<file path="config.mk">
export PLATFORM = sky130hd
export DESIGN_NAME = hazard_sequencer
export DESIGN_NICKNAME = d
export VERILOG_FILES = /design/src/rtl/hazard_sequencer_pkg.sv /design/src/rtl/hazard_sequencer_dep_check.sv /design/src/rtl/hazard_sequencer.sv
export SDC_FILE = /design/constraint.sdc
export NUM_CORES = 1
export LEC_CHECK = 0
export BUFFER_PORTS_ARGS = -buffer_cell sky130_fd_sc_hd__buf_2
export CAP_MARGIN = 15
export CORE_AREA = 2 2 54 61
export CTS_CLUSTER_SIZE = 20
export DETAILED_ROUTE_END_ITERATION = 10
export DIE_AREA = 0 0 56 63
export PLACE_DENSITY = 0.54
export SYNTH_ARGS = -nofsm -noshare
export SYNTH_HDL_FRONTEND = slang
export SYNTH_SLANG_ARGS = --single-unit
export TNS_END_PERCENT = 20
</file>
<file path="constraint.sdc">
create_clock -name clk -period 3 [get_ports clk]
set_clock_uncertainty 0.05 [all_clocks]
set_input_delay 0.6 -clock clk [delete_from_list [all_inputs] [get_ports clk]]
set_output_delay 0.6 -clock clk [all_outputs]
set_load 0.05 [all_outputs]
</file>
<file path="src/rtl/hazard_sequencer_pkg.sv">
// Shared constants, instruction field layout and decode helpers for hazard_sequencer.
package hazard_sequencer_pkg;

    localparam int ISIZE = 16;

    localparam logic [3:0]       OP_LW     = 4'b1000;
    localparam logic [ISIZE-1:0] NOP_INSTR = 16'h7000;

    localparam logic [1:0] ST_RUN      = 2'd0;
    localparam logic [1:0] ST_BR_WAIT  = 2'd1;
    localparam logic [1:0] ST_BR_FLUSH = 2'd2;

    typedef struct packed {
        logic [3:0] op;
        logic [3:0] rd;
        logic [3:0] rs;
        logic [3:0] rt;
    } instr_t;

    function automatic logic is_load(input logic [ISIZE-1:0] instr);
        return (instr[15:12] == OP_LW);
    endfunction

    function automatic logic is_branch(input logic [ISIZE-1:0] instr);
        return (instr[15:14] == 2'b11);
    endfunction

endpackage

</file>
<file path="src/rtl/hazard_sequencer_dep_check.sv">
// Combinational check: does the consumer instruction read the producer's destination register?
module dep_check
    import hazard_sequencer_pkg::*;
(
    input  logic [3:0]       prod_rd_i,
    input  logic [ISIZE-1:0] cons_instr_i,
    output logic             dep_o
);

    instr_t cons_s;
    logic   rs_hit_s;
    logic   rt_hit_s;
    logic   rd_hit_s;

    assign cons_s = cons_instr_i;

    // Which operand slots are actually read depends on the opcode range.
    assign rs_hit_s = (cons_s.rs == prod_rd_i) && (cons_s.op < 4'd10);
    assign rt_hit_s = (cons_s.rt == prod_rd_i) && (cons_s.op < 4'd5);
    assign rd_hit_s = (cons_s.rd == prod_rd_i) && (cons_s.op > 4'd13);

    assign dep_o = (prod_rd_i != 4'd0) && (rs_hit_s || rt_hit_s || rd_hit_s);

endmodule

</file>
<file path="src/rtl/hazard_sequencer.sv">
// Load-use stall and branch-wait/flush controller for the IF/ID -> issue path.
// Optional macro HAZ_PERF_EN adds saturating stall performance counters.
module hazard_sequencer
    import hazard_sequencer_pkg::*;
#(
    parameter int BR_LAT = 3
)(
    input  logic             clk,
    input  logic             rst,
    input  logic [ISIZE-1:0] instr_id,
    input  logic             ext_hold,
    input  logic             br_resolve,
    output logic             pc_en,
    output logic             ifid_en,
    output logic             ifid_flush,
    output logic             bubble_sel
`ifdef HAZ_PERF_EN
    ,
    output logic [15:0]      ld_stall_cnt,
    output logic [15:0]      br_stall_cnt
`endif
);

    localparam logic [3:0] BR_LAT_M1 = 4'(BR_LAT - 1);

    logic [1:0]       state_q, state_d;
    logic [3:0]       cnt_q, cnt_d;
    logic [ISIZE-1:0] ex_instr_q, ex_instr_d;
    logic             dep_s;
    logic             load_use_s;

    dep_check u_dep_check (
        .prod_rd_i    (ex_instr_q[11:8]),
        .cons_instr_i (instr_id),
        .dep_o        (dep_s)
    );

    assign load_use_s = is_load(ex_instr_q) && dep_s;

    // Control outputs and next-state; reset and freeze take precedence over the FSM.
    always_comb begin
        pc_en      = 1'b0;
        ifid_en    = 1'b0;
        ifid_flush = 1'b0;
        bubble_sel = 1'b0;
        state_d    = state_q;
        cnt_d      = cnt_q;
        if (rst) begin
            ifid_flush = 1'b1;
            bubble_sel = 1'b1;
        end else if (ext_hold) begin
            state_d = state_q;
        end else begin
            case (state_q)
                ST_RUN: begin
                    if (load_use_s) begin
                        bubble_sel = 1'b1;
                    end else if (is_branch(instr_id)) begin
                        cnt_d   = BR_LAT_M1;
                        state_d = ST_BR_WAIT;
                    end else begin
                        pc_en   = 1'b1;
                        ifid_en = 1'b1;
                    end
                end
                ST_BR_WAIT: begin
                    bubble_sel = 1'b1;
                    if (br_resolve || (cnt_q == 4'd0)) begin
                        state_d = ST_BR_FLUSH;
                    end else begin
                        cnt_d = cnt_q - 4'd1;
                    end
                end
                ST_BR_FLUSH: begin
                    pc_en      = 1'b1;
                    ifid_flush = 1'b1;
                    bubble_sel = 1'b1;
                    state_d    = ST_RUN;
                end
                default: begin
                    bubble_sel = 1'b1;
                    cnt_d      = 4'd0;
                    state_d    = ST_RUN;
                end
            endcase
        end
    end

    // The instruction seen by EX next cycle is whatever the issue mux selects now.
    always_comb begin
        if (ext_hold) begin
            ex_instr_d = ex_instr_q;
        end else begin
            ex_instr_d = bubble_sel ? NOP_INSTR : instr_id;
        end
    end

    // State, branch-wait counter and last-issued instruction registers.
    always_ff @(posedge clk or posedge rst) begin
        if (rst) begin
            state_q    <= ST_RUN;
            cnt_q      <= 4'd0;
            ex_instr_q <= NOP_INSTR;
        end else begin
            state_q    <= state_d;
            cnt_q      <= cnt_d;
            ex_instr_q <= ex_instr_d;
        end
    end

`ifdef HAZ_PERF_EN
    logic [15:0] ld_stall_cnt_q;
    logic [15:0] br_stall_cnt_q;
    logic        ld_stall_s;
    logic        br_stall_s;

    assign ld_stall_s = !ext_hold && (state_q == ST_RUN) && load_use_s;
    assign br_stall_s = !ext_hold && ((state_q == ST_BR_WAIT) || (state_q == ST_BR_FLUSH));

    // Saturating stall counters; ext_hold freezes them along with the FSM.
    always_ff @(posedge clk or posedge rst) begin
        if (rst) begin
            ld_stall_cnt_q <= 16'd0;
            br_stall_cnt_q <= 16'd0;
        end else begin
            if (ld_stall_s && (ld_stall_cnt_q != 16'hFFFF)) begin
                ld_stall_cnt_q <= ld_stall_cnt_q + 16'd1;
            end
            if (br_stall_s && (br_stall_cnt_q != 16'hFFFF)) begin
                br_stall_cnt_q <= br_stall_cnt_q + 16'd1;
            end
        end
    end

    assign ld_stall_cnt = ld_stall_cnt_q;
    assign br_stall_cnt = br_stall_cnt_q;
`endif

endmodule

</file>
==> results.tsv, run 1 <==
stage	metric	value	unit
cts	Clock Tree Root	clkbuf_4	
detailed_routing	Vias/cell	5.29	
floorplanning	Initial Util	0.327	
grt	initial antenna violation count	0	
placed_design	Final HPWL DP	1790	µm
synth	top cells by area, synth	dfrtp_1 (29%), dfstp_2 (8.2%), xnor2_1 (5.5%), xor2_1 (5.5%), inv_1 (3.5%)	
sta	Max-slew headroom	0.527	
detailed_routing	drt initial violations	25	
finish	Final Core Density	0.388	
synth	syn_nets	130	
synth	Mapped Area	963	µm²
synth	Synth Instances	108	
grt	pin count of the biggest net entering global routing	14	
pwr	Leak Pwr	0.529	nW
synth	cell with the most instances after synthesis	dfrtp_1	
synth	Yosys top cell area share	0.286	
sta	final setup TNS	0	ns
run_status	status	finished, final reports clean	
finish	area delta synth->final	18.4	%
synth	Post-synth top cells	dfrtp_1 (11), inv_1 (9)	
synth	Synth Register Bits	14	
detailed_routing	DRT Wirelength	2240	µm
sta	Worst-Margin Slew	0.703	ns
finish	multi-input logic area	544	µm²
worst_setup_path	worst setup path class	flop to output pin	
cts	Worst-path clk slew	0.09	ns
job	number of max-cap violations	0	
sta	Fin. Hold Viols	0	
worst_setup_path	Startpoint Class	flop	
grt	global-route wire length before repair	3880	µm
synth	mux cell area share after synthesis	0	
finish	# nets final	152	
worst_setup_path	CP Capture Type	output pin	
detailed_routing	Antenna Nets Post-Route	0	
finish	ant diodes	0	
cts	CTS resizes	0	
sta	Final Slew Violations	0	
floorplanning	core area	2940	µm²
floorplanning	FP Rows	21	
cts	clock buffer count from CTS	3	
detailed_routing	DR pass1 iterations	4	
synth	Distinct cells, synth	36	
worst_setup_path	critical path cell sequence	xor2_1 > or4_1 > o22ai_2 > o21ai_4 > and3_1 > buf_2	
worst_setup_path	critical path arrival	2.24	ns
cts	TritonCTS clock tree	yes	
finish	fill count	310	
synth	Post-synth EDFFs	0	
synth	Primary FF master, synth	dfrtp_1	
finish	Non-Filler Instances	163	
cts	Clock Latency Late Sink	0.27	ns
worst_setup_path	CP max-delay cell	or4_1	
synth	Ys Warns	0	
cts	hold buffers post-CTS	0	
placed_design	Final GP Congestion	0.848	
pwr	worst vdd ir	0.000382	V
pwr	overall power after layout	0.649	mW
synth	largest family of logic cells by synthesized area	compound AO/OA/AOI/OAI gates	
floorplanning	# IOs	24	
cts	clock sink total	14	
synth	Synth Area per Inst	8.92	µm²
detailed_routing	Residual DRC	0	
detailed_routing	vias	863	
finish	register area	354	µm²
cts	post-CTS setup buffer count	0	
finish	share of layout cells above drive strength 1	0.295	
worst_hold_path	HP Class	input port to async pin	
sta	fin crit period	2.89	ns
worst_setup_path	Largest stage delay, worst path	0.53	ns
synth	area share of xor/xnor cells in the synthesized design	0.109	
placed_design	count of buffers inserted at the top-level ports	23	
floorplanning	die height	63	µm
grt	total grt overflow	0	
cts	maximum buffer depth of the clock tree	2	
cts	Max H-tree Level	1	
synth	Compound-Gate Fraction of Synth Area	0.240	
grt	number of global-route vias before repair	862	
detailed_routing	Routed WL per cell	13.8	µm
sta	RSZ-0062 raised after global routing	false	
floorplanning	Die ar.	3530	µm²
worst_setup_path	Critical Path RT	2.35	ns
grt	Total GRT Usage	0.135	
sta	Tcrit/Tclk final	0.962	
pwr	Power Dens Cells	569	nW/µm²
synth	Post-Synth Adder-Cell Area	0.0260	
synth	fraction of registers with async set/reset	1.00	
sta	fmax	346	MHz
floorplanning	Die Wd	56	µm
synth	cell taking the most area after synthesis	dfrtp_1	
synth	Synth Area in Simple Gates	0.182	
synth	Seq/Total Area, Yosys	0.368	
sta	final setup vio count	0	
worst_setup_path	CP max FO	10	
placed_design	Post-Place Cells	159	
-- worst paths after layout --
kind / start / to / slack, ns / cells after the start
worst min-delay path: rst / state_q[1]$_DFFE_PP0P_ / 0.21 / 2
worst max-delay path: ex_instr_q[8]$_DFFE_PP0N_ / ifid_en / 0.11 / 6
min in group clk: ex_instr_q[12]$_DFFE_PP1N_ / ex_instr_q[12]$_DFFE_PP1N_ / 0.41 / 2
worst max register to register: ex_instr_q[8]$_DFFE_PP0N_ / ex_instr_q[11]$_DFFE_PP0N_ / 1.02 / 5
worst min register to register: ex_instr_q[12]$_DFFE_PP1N_ / ex_instr_q[12]$_DFFE_PP1N_ / 0.41 / 2
max in group asynchronous: rst / ex_instr_q[14]$_DFFE_PP1N_ / 2.19 / 3
-- final cells by class --
type | count | area share
clock buffer | 4 | 0.0318
inverter | 9 | 0.0296
multi-input combinational | 77 | 0.477
sequential | 14 | 0.310
tap | 34 | 0.0373
timing repair buffer | 25 | 0.114
-- state kept, by name (all words and copies together), names as in the netlist --
register	count
cnt_q	4
ex_instr_q	8
state_q	2
-- routing by layer --
layer  vias up  routed length, µm  global-route usage
met4         0                 14              0.0446
met1       411               1040               0.179
met3         2                128              0.0248
li1        429                  -                   -
met5         -                  0                   0
met2        21               1060               0.221
-- worst max-delay path: cells and delay by family, from the launching register on --
kind | cells | cell delay [ns]
AO/OA/AOI/OAI | 2 | 0.35
XOR/XNOR | 1 | 0.18
flip-flops | 1 | 0.45
buffers and inverters | 1 | 0.21
AND/OR/NAND/NOR | 2 | 0.78
-- through the flow --
step                hold WS (ns)  cell area, µm²  setup WS, ns
detailed placement         0.402            1100         0.192
global route               0.215            1140       0.00592
CTS                        0.207            1130        0.0874
floorplan                  0.381             963         0.356
global placement           0.395            1100         0.216
finish                     0.209            1140         0.113
-- power breakdown --
part           switching (mW)  total, mW  internal, mW
logic                   0.118      0.220         0.102
registers              0.0575      0.295         0.237
clock network          0.0608      0.135        0.0737
total                   0.236      0.649         0.413
-- layout by cell type (no fill, tap or decap), drive strengths merged, types with 2 or more instances in the layout --
master,netlist,layout
nor2,6,6
nand3,4,4
nor3,4,4
xnor2,6,6
nand2b,4,4
dfstp,3,3
ha,2,2
buf,2,25
nor2b,2,2
nor4,3,3
o211ai,2,2
o31ai,2,2
o21ai,8,8
dfrtp,11,11
a32o,5,5
a21oi,3,3
clkbuf,6,4
nand2,4,4
a32oi,3,3
xor2,6,6
a31o,3,3
inv,9,9
-- logic make-up (layout without fill, tap and decap cells) --
family                     after synthesis  in the layout
DFF                                     14             14
xor gates and xnor gates                12             12
AOI/OAI and AO/OA                       30             30
buffers and inverters                   17             38
adders and majority gates                2              2
and+or+nand+nor                         33             33
(Power assumes the default switching activity.)
==> inputs of run 2 (changes only) <==
--- a/config.mk
+++ b/config.mk
@@ -5,13 +5,14 @@
 export SDC_FILE = /design/constraint.sdc
 export NUM_CORES = 1
 export LEC_CHECK = 0
-export BUFFER_PORTS_ARGS = -buffer_cell sky130_fd_sc_hd__buf_2
 export CAP_MARGIN = 15
 export CORE_AREA = 2 2 54 61
 export CTS_CLUSTER_SIZE = 20
 export DETAILED_ROUTE_END_ITERATION = 10
 export DIE_AREA = 0 0 56 63
-export PLACE_DENSITY = 0.54
+export DONT_BUFFER_PORTS = 1
+export PLACE_DENSITY = 0.47
+export REMOVE_ABC_BUFFERS = 1
 export SYNTH_ARGS = -nofsm -noshare
 export SYNTH_HDL_FRONTEND = slang
 export SYNTH_SLANG_ARGS = --single-unit
==> run 2 against run 1 <==
Against the previous run:
- power shrank 4.4%
- sequential share of layout area increased by 2.3 points
- first-iteration DRC count down 8.0%
- utilization is 2.6 points lower
- worst setup slack better by 0.027 ns
- final cell count decreased by 11%
- clock power shrank 16%
- flip-flop and latch count stayed put
- hold slack got worse by 0.068 ns
- maximum frequency is 0.94% higher
- register-to-register slack about the same
- sequential power about the same
- critical path type unchanged
- highest routed layer unchanged
==> results.tsv, run 2 (synthesized netlist as in run 1, its figures left out) <==
stage	metric	value	unit
run_status	status	finished, final reports clean	
sta	Tcrit/Tclk final	0.953	
worst_setup_path	Startpoint Class	flop	
worst_setup_path	critical path arrival	2.21	ns
floorplanning	core area	2940	µm²
grt	pin count of the biggest net entering global routing	17	
finish	Largest register FFs	8	
placed_design	Post-Place Cells	139	
worst_setup_path	CP max FO	10	
worst_hold_path	HP Class	input port to async pin	
cts	TritonCTS clock tree	yes	
floorplanning	die height	63	µm
placed_design	Place WS	0.296	ns
floorplanning	Die Wd	56	µm
floorplanning	Initial Util	0.327	
grt	number of global-route vias before repair	840	
finish	most common cell after layout, fill and taps aside	dfrtp_1	
pwr	Power Dens Cells	582	nW/µm²
grt	Total GRT Usage	0.138	
cts	Clock Latency Late Sink	0.28	ns
worst_setup_path	Critical Path RT	2.35	ns
pwr	worst vdd ir	0.000389	V
finish	largest registers	ex_instr_q (8), cnt_q (4), state_q (2)	
floorplanning	FP Rows	21	
finish	most frequent cells in the layout	dfrtp_1 (10), inv_1 (9), buf_4 (7)	
sta	fin crit period	2.86	ns
cts	Clock Tree Root	clkbuf_4	
detailed_routing	Antenna Nets Post-Route	0	
grt	global-route wire length before repair	3930	µm
sta	final setup TNS	0	ns
detailed_routing	Residual DRC	0	
detailed_routing	DR pass1 iterations	4	
cts	Max H-tree Level	1	
grt	total grt overflow	0	
sta	Worst-Margin Slew	0.712	ns
cts	maximum buffer depth of the clock tree	2	
pwr	Leak Pwr	0.455	nW
detailed_routing	vias	800	
finish	Non-Filler Instances	145	
placed_design	Final GP Congestion	0.778	
placed_design	count of buffers inserted at the top-level ports	0	
detailed_routing	DRT Wirelength	2270	µm
cts	clock sink total	14	
job	number of max-cap violations	0	
sta	RSZ-0062 raised after global routing	false	
placed_design	Final HPWL DP	1750	µm
sta	Hold Worst Slack	0.142	ns
detailed_routing	Vias/cell	5.52	
cts	hold buffers post-CTS	0	
finish	share of layout cells above drive strength 1	0.189	
sta	Fin. Hold Viols	0	
cts	Worst-path clk slew	0.10	ns
worst_setup_path	CP Capture Type	output pin	
floorplanning	# IOs	24	
sta	Final Slew Violations	0	
sta	final worst-path setup slack	0.140	ns
finish	post-route cell area	1070	µm²
floorplanning	Die ar.	3530	µm²
finish	ant diodes	0	
worst_setup_path	worst setup path class	flop to output pin	
placed_design	Area after DPL	1000	µm²
finish	largest register by flop count	ex_instr_q	
sta	fmax	350	MHz
detailed_routing	drt initial violations	23	
sta	Max-slew headroom	0.521	
finish	area delta synth->final	10.6	%
sta	final setup vio count	0	
grt	initial antenna violation count	0	
finish	# nets final	134	
detailed_routing	Routed WL per cell	15.6	µm
cts	clock buffer count from CTS	3	
-- run 2: changes by cell type in the layout (fill, tap and decap cells not counted), sizes merged --
| cell | previous run | this run |
|---|---|---|
| buf | 25 | 7 |
-- run 2: what timing repair did --
action	4_1_cts	5_1_grt
endpoints found under the setup margin	0	2
resized for setup	0	4
buffers inserted	0	2
-- run 2: worst paths after layout --
| kind | to | slack [ns] | depth (start not counted) | startpoint |
|---|---|---|---|---|
| worst max-delay path | ifid_en | 0.14 | 6 | ex_instr_q[8]$_DFFE_PP0N_ |
| min in group clk | ex_instr_q[14]$_DFFE_PP1N_ | 0.30 | 1 | ext_hold |
| worst max register to register | ex_instr_q[15]$_DFFE_PP0N_ | 1.01 | 5 | ex_instr_q[8]$_DFFE_PP0N_ |
| max in group asynchronous | ex_instr_q[12]$_DFFE_PP1N_ | 2.48 | 2 | rst |
| worst min-delay path | state_q[0]$_DFFE_PP0P_ | 0.14 | 2 | rst |
| worst min register to register | ex_instr_q[12]$_DFFE_PP1N_ | 0.41 | 2 | ex_instr_q[12]$_DFFE_PP1N_ |
-- run 2: layout make-up --
type,count,area (µm²)
inverter,9,33.8
multi-input combinational,77,556
clock buffer,4,26.3
timing repair buffer,7,52.6
tap,34,42.5
fill,324,1880
sequential,14,355
-- run 2: critical path, cell delays in order (launching register included) --
cell and delay [ns]:
dfrtp_2 0.46, xor2_1 0.18, or4_4 0.53, o22ai_4 0.19
o21ai_4 0.14, and3_1 0.25, buf_4 0.18
-- run 2: stage by stage --
| step | power (mW) | util |
|---|---|---|
| final | 0.621 | 0.362 |
| after CTS | 0.619 | 0.350 |
| after detailed placement | 0.502 | 0.341 |
| after global routing | 0.675 | 0.362 |
| after floorplan | 0.450 | - |
| after global placement | 0.500 | 0.341 |
-- run 2: routing by layer --
metal | share of wire | vias up | global-route usage
li1 | - | 393 | -
met1 | 0.43 | 381 | 0.169
met2 | 0.49 | 22 | 0.215
met3 | 0.062 | 4 | 0.0414
met4 | 0.016 | 0 | 0.0744
met5 | 0 | - | 0
-- run 2: where the power goes --
group	switching, mW	internal (mW)	total (mW)
clock	0.0629	0.0515	0.114
combinational	0.109	0.101	0.209
sequential	0.0593	0.237	0.297
total	0.231	0.390	0.621
